### config.mk
export PLATFORM = sky130hd
export DESIGN_NAME = imm8_narrow
export DESIGN_NICKNAME = d
export VERILOG_FILES = /design/src/rtl/imm8_narrow.sv
export SDC_FILE = /design/constraint.sdc
export NUM_CORES = 1
export LEC_CHECK = 0
export CAP_MARGIN = 20
export CORE_MARGIN = 5
export CORE_UTILIZATION = 25
export DETAILED_ROUTE_END_ITERATION = 8
export PLACE_DENSITY_LB_ADDON = 0.25
export SKIP_LAST_GASP = 1
export SYNTH_ARGS = -nofsm -noshare
export SYNTH_HDL_FRONTEND = slang
export SYNTH_SLANG_ARGS = --single-unit
export TNS_END_PERCENT = 20
### constraint.sdc
create_clock -name clk -period 1.6 [get_ports clk]
set_clock_uncertainty 0.15 [all_clocks]
set_input_delay 0.32 -clock clk [delete_from_list [all_inputs] [get_ports clk]]
set_output_delay 0.32 -clock clk [all_outputs]
set_load 0.01 [all_outputs]
### src/rtl/imm8_narrow.sv
// imm8_narrow: narrows 8-bit constants into one or two 5-bit signed immediate fields.
// Optional IMM8_NARROW_STATS_EN adds an 8-bit split-word counter (split_count).
`default_nettype none

module imm8_narrow (
  input  logic       clk,
  input  logic       rst_n,
  input  logic       in_valid,
  input  logic [7:0] in_data,
  output logic       in_ready,
  output logic       out_valid,
  output logic [4:0] out_imm,
  output logic       out_last,
  output logic       out_split,
  input  logic       out_ready
`ifdef IMM8_NARROW_STATS_EN
  ,
  output logic [7:0] split_count
`endif
);

  typedef enum logic [1:0] {
    IDLE = 2'd0,
    ONE  = 2'd1,
    HI   = 2'd2,
    LO   = 2'd3
  } state_t;

  state_t     state;
  state_t     next_state;
  logic [7:0] hold;
  logic       accept;
  logic       fits;

  assign accept = in_valid && in_ready;
  assign fits   = (in_data[7:5] == {3{in_data[4]}});

  always_ff @(posedge clk or negedge rst_n) begin
    if (!rst_n) begin
      state <= IDLE;
      hold  <= 8'd0;
    end else begin
      state <= next_state;
      if (accept) begin
        hold <= in_data;
      end
    end
  end

  // Outputs decode only from registered state, so there is no in->out path.
  always_comb begin
    next_state = state;
    in_ready   = 1'b0;
    out_valid  = 1'b0;
    out_imm    = 5'd0;
    out_last   = 1'b0;
    out_split  = 1'b0;
    case (state)
      IDLE: begin
        in_ready = 1'b1;
        if (in_valid) begin
          next_state = fits ? ONE : HI;
        end
      end
      ONE: begin
        out_valid = 1'b1;
        out_imm   = hold[4:0];
        out_last  = 1'b1;
        if (out_ready) begin
          next_state = IDLE;
        end
      end
      HI: begin
        out_valid = 1'b1;
        out_imm   = {1'b0, hold[7:4]};
        out_split = 1'b1;
        if (out_ready) begin
          next_state = LO;
        end
      end
      LO: begin
        out_valid = 1'b1;
        out_imm   = {1'b0, hold[3:0]};
        out_last  = 1'b1;
        out_split = 1'b1;
        if (out_ready) begin
          next_state = IDLE;
        end
      end
      default: begin
        next_state = IDLE;
      end
    endcase
  end

`ifdef IMM8_NARROW_STATS_EN
  always_ff @(posedge clk or negedge rst_n) begin
    if (!rst_n) begin
      split_count <= 8'd0;
    end else if (accept && !fits) begin
      split_count <= split_count + 8'd1;
    end
  end
`endif

endmodule

`default_nettype wire

==> metrics.yaml <==
arrival_ns: 1.22
gr-usage-met2_pct: 13.94
hold_path_class: "in2async"
antenna_cells: 0
io_pins: 21
fin_tns_setup_ns: -0.8753
clock-sinks: 10
p_clk_share_pct: 15.3
place_inst: 88
crit_type: "reg2out"
min_period_over_period_pct: 105.6
synth_fp_nets: 52
worst_slew_pin_slew_ns: 0.4538
seq_area_frac_synth_pct: 51.41
num_rows: 16
timing.hold.ws_ns: 0.2161
synth-seq-cells: 10
power.leakage_nw: 0.3652
grt_pass1_vias: 421
dp_slack_ns: -0.2693
period_needed_ns: 1.690
rsz0062_at_grt: "true"
clk_path_buf_depth: 2
power.share.switching_pct: 33.42
setup_violations: 16
end_kind: "output port"
p_int_w: 0.0009934
clk_latency_ns: 0.26
cp_max_fo: 4
final_common_cell: "clkdlybuf4s50_1"
ys_types: 16
layout_common_cells: "clkdlybuf4s50_1 (11), dfrtp_1 (9), mux2_2 (8)"
violations: "negative setup slack"
drt-total-wl_um: 1168
dp_hpwl_um: 886.2
avgSynthCellArea_sq_um: 12.17
max_slew_margin_pct: 69.66
status: "finished, violations left"
worstSetupStartpointType: "flop"
die_area_sq_um: 2930
die_x_um: 54.13
pwr_density_cell_nw_per_um2: 1869
vias: 416
met1_usage_pct: 9.916
first_iter_violations: 5
use_met3_pct: 5.263
die_y_um: 54.13
synthToLayoutAreaGrowth_pct: 64.01
fmax_mhz: 591.6
grt_antenna_before_repair: 0
drcViolationCount: 0
power.switching_w: 0.0004988
ant_nets: 0
final_cells: 96
fin_util_pct: 41.97
required_ns: 1.13
syn-cell-area_sq_um: 486.7
cts_root_buf: "clkbuf_4"
grt_overflow_total: 0
cts_tree: "built"
port_buffers: 20
final_max_slew_viol_count: 0
synthCells: 40
power_frac_comb_pct: 53.5
grt_use_total_pct: 9.216
hold_violations: 0
busiest_layer: "met2"
vias_per_cell: 4.333
post_drt_wl_per_cell_um: 12.17
peakVddDrop_mv: 0.6980
layout-drive-gt1-share_pct: 40.58
core-area_sq_um: 1902
clkTransAtPathRegs_ns: 0.07
routabilityCongestion: 0.7594
grt_max_degree: 11
holdBufCountCts: 0
htreeDepth: 1
cap_violations: 0
cts-buffers-inserted: 3
timing.final.ws_setup_ns: -0.09038
grt_pass1_wl_um: 1787
nets: 82
yosysWarnings: 0
dr.pass1.iters: 4
initial_utilization_pct: 25.59
seqPwrFrac_pct: 31.3
[critical path, cell delays in order, from the launching register on]
cell	delay [ns]
dfrtp_2	0.44
nor2b_4	0.17
buf_6	0.12
a22o_1	0.11
buf_2	0.12
[metal layers]
layer	vias up	routed length [um]	share of wire [%]
met1	199	477	41
met4	0	12	1.0
met2	15	581	50
met3	2	97	8.3
met5	-	0	0
li1	200	-	-
[cells by family (layout without fill, tap and decap cells)]
kind of cell	Yosys count	after routing	synth area share, %
muxes	9	9	20.57
DFF	10	10	51.41
AOI/OAI and AO/OA	6	6	10.02
and+or+nand+nor	10	10	12.86
buffers and inverters	5	34	5.141
[cells in the mapped netlist]
library cell | count | area (sq um)
clkbuf_1 | 1 | 3.750
nor2b_1 | 1 | 6.260
mux2i_1 | 1 | 10.01
and4_1 | 1 | 8.760
dfrtp_1 | 10 | 250.2
dlygate4sd1_1 | 1 | 8.760
nand2_1 | 4 | 15.01
a22o_1 | 4 | 35.03
o21ai_0 | 1 | 5.000
o41ai_1 | 1 | 8.760
nor3b_4 | 1 | 18.77
inv_1 | 2 | 7.510
mux2_2 | 8 | 90.09
nor2_1 | 2 | 7.510
buf_2 | 1 | 5.000
nor4_1 | 1 | 6.260
[registers in the layout, summed over array words and instances (netlist names)]
register,count
state,2
hold,8
[cell type report]
cell class	count	area [sq um]
clock buffers	4	36.28
fillers	181	1104
inverters	2	7.507
multi-input cells	25	221.5
flip-flops and latches	10	251.5
well taps	27	33.78
repair buffers	28	247.7
[repair_timing]
item	in CTS	in global routing
setup endpoints to repair	9	16
gates resized for setup	18	9
cloned	1	0
setup buffers	3	0
[power groups by stage]
stage	sequential [W]	combinational [W]	clock, W
global route	0.000484	0.000860	0.000255
CTS	0.000461	0.000798	0.000237
floorplan	0.000456	0.000407	0
finish	0.000466	0.000798	0.000228
detailed placement	0.000454	0.000794	0
global placement	0.000454	0.000784	0
[per-stage QoR]
stage          instance area, sq um  total power (W)
6_report                      798.3         0.001492
5_1_grt                       798.3         0.001599
4_1_cts                       797.0         0.001496
3_5_place_dp                  733.2         0.001248
3_3_place_gp                  733.2         0.001238
2_1_floorplan                 486.7        0.0008634
[path summary, 6_finish.rpt]
check                      startpoint    endpoint  slack [ns]  cells past startpoint
min                             rst_n     hold[2]        0.22                      1
max in group asynchronous       rst_n    state[0]        0.74                      1
min reg2reg                   hold[1]     hold[1]        0.36                      1
max                          state[0]  out_imm[0]       -0.09                      4
max reg2reg                  state[0]     hold[7]       -0.05                      5
min in group clk              hold[1]     hold[1]        0.36                      1
Power figures use the tool's default switching activity.
==> RTL change 1, RTL diff (same settings) <==
Build with the macro `IMM8_NARROW_STATS_EN` defined.
--- a/src/rtl/imm8_narrow.sv
+++ b/src/rtl/imm8_narrow.sv
@@ -3,2 +3,4 @@
 `default_nettype none
+
+`define IMM8_NARROW_STATS_EN
 
Behaviour (old outputs only; new: split_count): unchanged (equiv_simple and equiv_induct, registers matched by name and starting in step).
==> RTL change 1 against the original RTL <==
- the flow still finishes with violations (setup timing)
- sequential power grew 64%
- sequential cell count rose by 8
- power grew 44%
- utilization shrank 2.8 points
- cell area increased by 62%
- setup slack worse by 0.055 ns
- area after synthesis up 73%
- die area up 58%
- routed wire length is 80% higher
==> RTL change 1: results (changes against the original RTL) <==
The wire length of the first global-routing pass came out at 3430 µm (+92%). The worst hold slack is 0.199 ns (-0.0176 ns). The largest registers in the layout are hold (8), split_count (8), state (2). The clock transition time at the flip-flop clock pins of the worst setup and hold paths is 0.10 ns (+0.03 ns).

The fraction of layout instances using a drive strength above 1 came out at 0.348 (-0.0576). The number of buffers inserted to repair setup after CTS is 2 (-1). The number of instances resized during post-cts repair is 32 (+14). The worst-case setup margin in the final layout was -0.146 ns (-0.0555 ns).

The routing usage on met2 came out at 0.148 (+0.00857). The leakage dissipation came out at 0.574 nW (+57%). The checks that failed: setup timing.

The routing usage on met3 came out at 0.0427 (-0.00994). The combined area of the multi-input logic cells is 378 µm² (+71%). The cell count after placement is 150 (+70%).

The instance count of the mapped netlist came to 68 (+70%). The total negative setup slack is -1.67 ns (-0.792 ns). The slew at the pin with the worst max-slew slack came out at 0.227 ns (-0.226 ns).

The count of cell types in the netlist is 22 (+6). Among all stages on the critical path, the largest delay is contributed by clkdlybuf4s50_1. The complex-gate fraction of the synthesized area is 0.0608 (-0.0394). The half-perimeter wire length after detailed placement is 1470 µm (+66%). The area occupied by registers is 452 µm² (+80%).

The number of buffers added on ports is 28 (+40%). The flow ran to the end, but the final reports show violations. The mux contribution to synthesized area was 0.132 (-0.0736). The total length of routed met3 wires is 225 µm (+130%). The sequential element share of the synthesized area came out at 0.534 (+0.0200). Ranked by instance count, the synthesized netlist is headed by dfrtp_1, mux2_2, xnor2_1. In this run the worst setup path begins at split_count[5]. The post-place instance area is 1250 µm² (+70%). By area the synthesized netlist is led by dfrtp_1, mux2_2, xnor2_1. The synthesized net count is 81 (+56%). The count of clock tree sinks is 18 (+8). The arrival time reported for the critical path endpoint came to 1.28 ns (+0.06 ns). The longest individual stage delay on the worst path is 0.56 ns (+0.12 ns). The met1 usage is 0.129 (+0.0297). The peak ir drop on the vdd network came out at 0.000777 V (+11%). The average wire per cell in the routed design came out at 13.3 µm (+9.3%). The layout net count came to 126 (+54%). Among cell families on the critical path, the largest total delay comes from buffers and inverters.

The count of final setup violators came out at 20 (+4). The largest net degree at the start of global routing came out at 19 (+8). The internal power came out at 1.39 mW (+40%). The xor-xnor portion of the synthesized cell area came out at 0.0727 (+0.0727). The layout buffering overhead excluding clock cells is 0.282 (-0.0285). Following the worst setup path forward leads to its endpoint at split_count[5]. The weighted congestion at the end of routability-driven global placement came out at 0.820 (+8.0%).

The routed wire length came to 2100 µm (+80%). The met2 wire length came out at 870 µm (+50%). The area fraction of clock buffers and clock inverters was 0.0280 (-0.0175).
-- RTL change 1: changes by cell type in the layout (fill, tap and decap cells not counted), moves of 4 or more --
cell	delta
clkdlybuf4s50_1	+7
buf_2	+4
buf_4	+8
xnor2_1	+6
dfrtp_1	+8
nand4_1	+4
-- RTL change 1: power groups by stage --
| stage | Sequential, mW | Clock, mW | Combinational, mW |
|---|---|---|---|
| final | 0.763 | 0.282 | 1.10 |
| after global routing | 0.800 | 0.328 | 1.21 |
| after CTS | 0.765 | 0.295 | 1.09 |
| after detailed placement | 0.770 | 0 | 1.14 |
| after global placement | 0.762 | 0 | 1.13 |
| after floorplan | 0.807 | 0 | 0.500 |
-- RTL change 1: metrics by stage --
| step | power, mW | util | setup slack (ns) |
|---|---|---|---|
| global placement | 1.89 | 0.376 | -0.406 |
| floorplan | 1.31 | - | -0.173 |
| detailed placement | 1.91 | 0.376 | -0.427 |
| global route | 2.33 | 0.392 | -0.224 |
| finish | 2.15 | 0.392 | -0.146 |
| CTS | 2.15 | 0.387 | -0.156 |
==> RTL change 2, RTL diff (config.mk and constraints unchanged) <==
Without the edit above. The 4 states of `state_t` get a one-hot encoding in 4 bits.
--- a/src/rtl/imm8_narrow.sv
+++ b/src/rtl/imm8_narrow.sv
@@ -21,7 +21,7 @@
 
-  typedef enum logic [1:0] {
-    IDLE = 2'd0,
-    ONE  = 2'd1,
-    HI   = 2'd2,
-    LO   = 2'd3
+  typedef enum logic [3:0] {
+    IDLE = 4'b0001,
+    ONE  = 4'b0010,
+    HI   = 4'b0100,
+    LO   = 4'b1000
   } state_t;
Behaviour: no difference found for any inputs over 10 cycles, from zero or initial values and one cycle with rst_n low; not proved beyond that.
==> RTL change 2 against the original RTL <==
- largest power group unchanged
- sequential cell count rose by 2
- critical endpoint is now out_imm[3]
- utilization is 0.18 points higher
- critical path type unchanged
- cell area grew 48%
- die area rose by 42%
- setup slack got worse by 0.26 ns
- power rose by 22%
- routed wire length rose by 49%
- area after synthesis increased by 53%
- the run still ends with setup timing left
- clock power grew 2%
- critical path depth rose by 2
==> RTL change 2: results (changes against the original RTL) <==
The cell count after placement is 137 (+56%). The largest net degree at the start of global routing was 13 (+2). The layout net count is 127 (+55%). Ranked by total cell area, the synthesized netlist is headed by dfrtp_1, mux2_4, nand3b_1.

The global router's overall resource usage came to 0.0914 (-0.000787). The average footprint of a synthesized cell was 11.1 µm² (-8.7%). The final reports fail on setup timing.

The initial antenna violation count is 0 (unchanged). The worst-case setup margin in the final layout came out at -0.348 ns (-0.258 ns). The total negative setup slack was -4.37 ns (-3.50 ns). The arrival time reported for the critical path endpoint came to 1.48 ns (+0.26 ns).

The largest registers in the layout are hold (8), state (4). The half-perimeter wire length after detailed placement came out at 1390 µm (+57%). The worst-path cell with the longest stage delay is dfrtp_1.

The power density over the cells came to 1540 nW/µm² (-18%). The count of final setup violators was 19 (+3). The first-pass detailed-route iteration total came out at 4 (unchanged). The routed wire length is 1740 µm (+49%). The number of filler cells placed in the layout is 283 (+56%). The sequential element share of the synthesized area came out at 0.405 (-0.109). The worst reg2reg path depth is 6 (+1). The share of flip-flops with an asynchronous set or reset came to 1.00 (unchanged). The weighted congestion at the end of routability-driven global placement is 0.780 (+2.7%). In this run the worst setup path terminates at out_imm[3]. The fraction of layout instances using a drive strength above 1 is 0.482 (+0.0767).

The number of design-rule violations left by the first detailed-router iteration is 35 (+30). The via count of the first global-routing pass came to 697 (+66%). The met2 wire length was 830 µm (+43%). The kind of cell with the highest combined delay along the critical path is buffers and inverters. The leakage dissipation was 0.548 nW (+50%). The met1 usage came out at 0.117 (+0.0174). The number of buffers inserted to repair setup after CTS came to 4 (+1). The critical path starts at state[2].

The number of antenna repair diodes is 0 (unchanged). The wire length of the first global-routing pass is 3080 µm (+73%). The run finished, with violations left. Ranked by instance count, the synthesized netlist is headed by dfrtp_1, mux2_4, nand3b_1. The detailed router used layers up to and including met4. The number of standard cells in the final layout excluding fillers was 145 (+51%). The worst setup timing slack at the placement stage came out at -0.457 ns (-0.188 ns).

The total length of routed met3 wires came out at 67 µm (-31%). The routing usage on met3 came out at 0.0225 (-0.0302). The peak ir drop on the vdd network came to 0.000367 V (-47%). The post-place instance area came to 1130 µm² (+54%). The longest individual stage delay on the worst path is 0.42 ns (-0.02 ns). The worst hold slack was 0.195 ns (-0.0208 ns). The count of cell types in the netlist came to 28 (+12). The routing usage on met2 is 0.147 (+0.00746). In this run the critical register-to-register path is captured at hold[2].

The slew at the pin with the worst max-slew slack came out at 0.221 ns (-0.233 ns). The number of instances resized during post-cts repair came to 33 (+15). The worst setup slack for register-to-register paths is -0.16 ns (-0.11 ns). The met1 wire length came out at 812 µm (+70%). The synthesized net count is 79 (+52%).

The via density per instance came out at 4.68 (+7.9%).
RTL change 2: cell count changes in the layout (fill, tap and decap cells not counted), sizes merged, moves of 2 or more:
cell,change
inv,-2
nor3,+3
nand3b,+8
nand2,+2
a22o,-4
a21oi,+2
clkbuf,-3
a31oi,+4
buf,+25
RTL change 2: report_power, final:
part / total, mW / internal [mW] / switching, mW
Sequential: 0.564 / 0.445 / 0.119
Combinational: 1.02 / 0.663 / 0.358
Clock: 0.233 / 0.138 / 0.0950
Total: 1.82 / 1.25 / 0.572
RTL change 2: cells by family (layout without fill, tap and decap cells):
family / Yosys count / count (layout) / share of synthesized area
xor gates and xnor gates: 1 / 1 / 0.0118
muxes: 8 / 8 / 0.161
AOI/OAI and AO/OA: 12 / 12 / 0.111
buffers and inverters: 5 / 52 / 0.0470
DFF: 12 / 12 / 0.405
and+or+nand+nor: 29 / 29 / 0.264
RTL change 2: cell type report:
class	instances	area share
clock buffer	4	0.0307
multi-input combinational	50	0.357
sequential	12	0.256
tap	31	0.0328
timing repair buffer	48	0.324
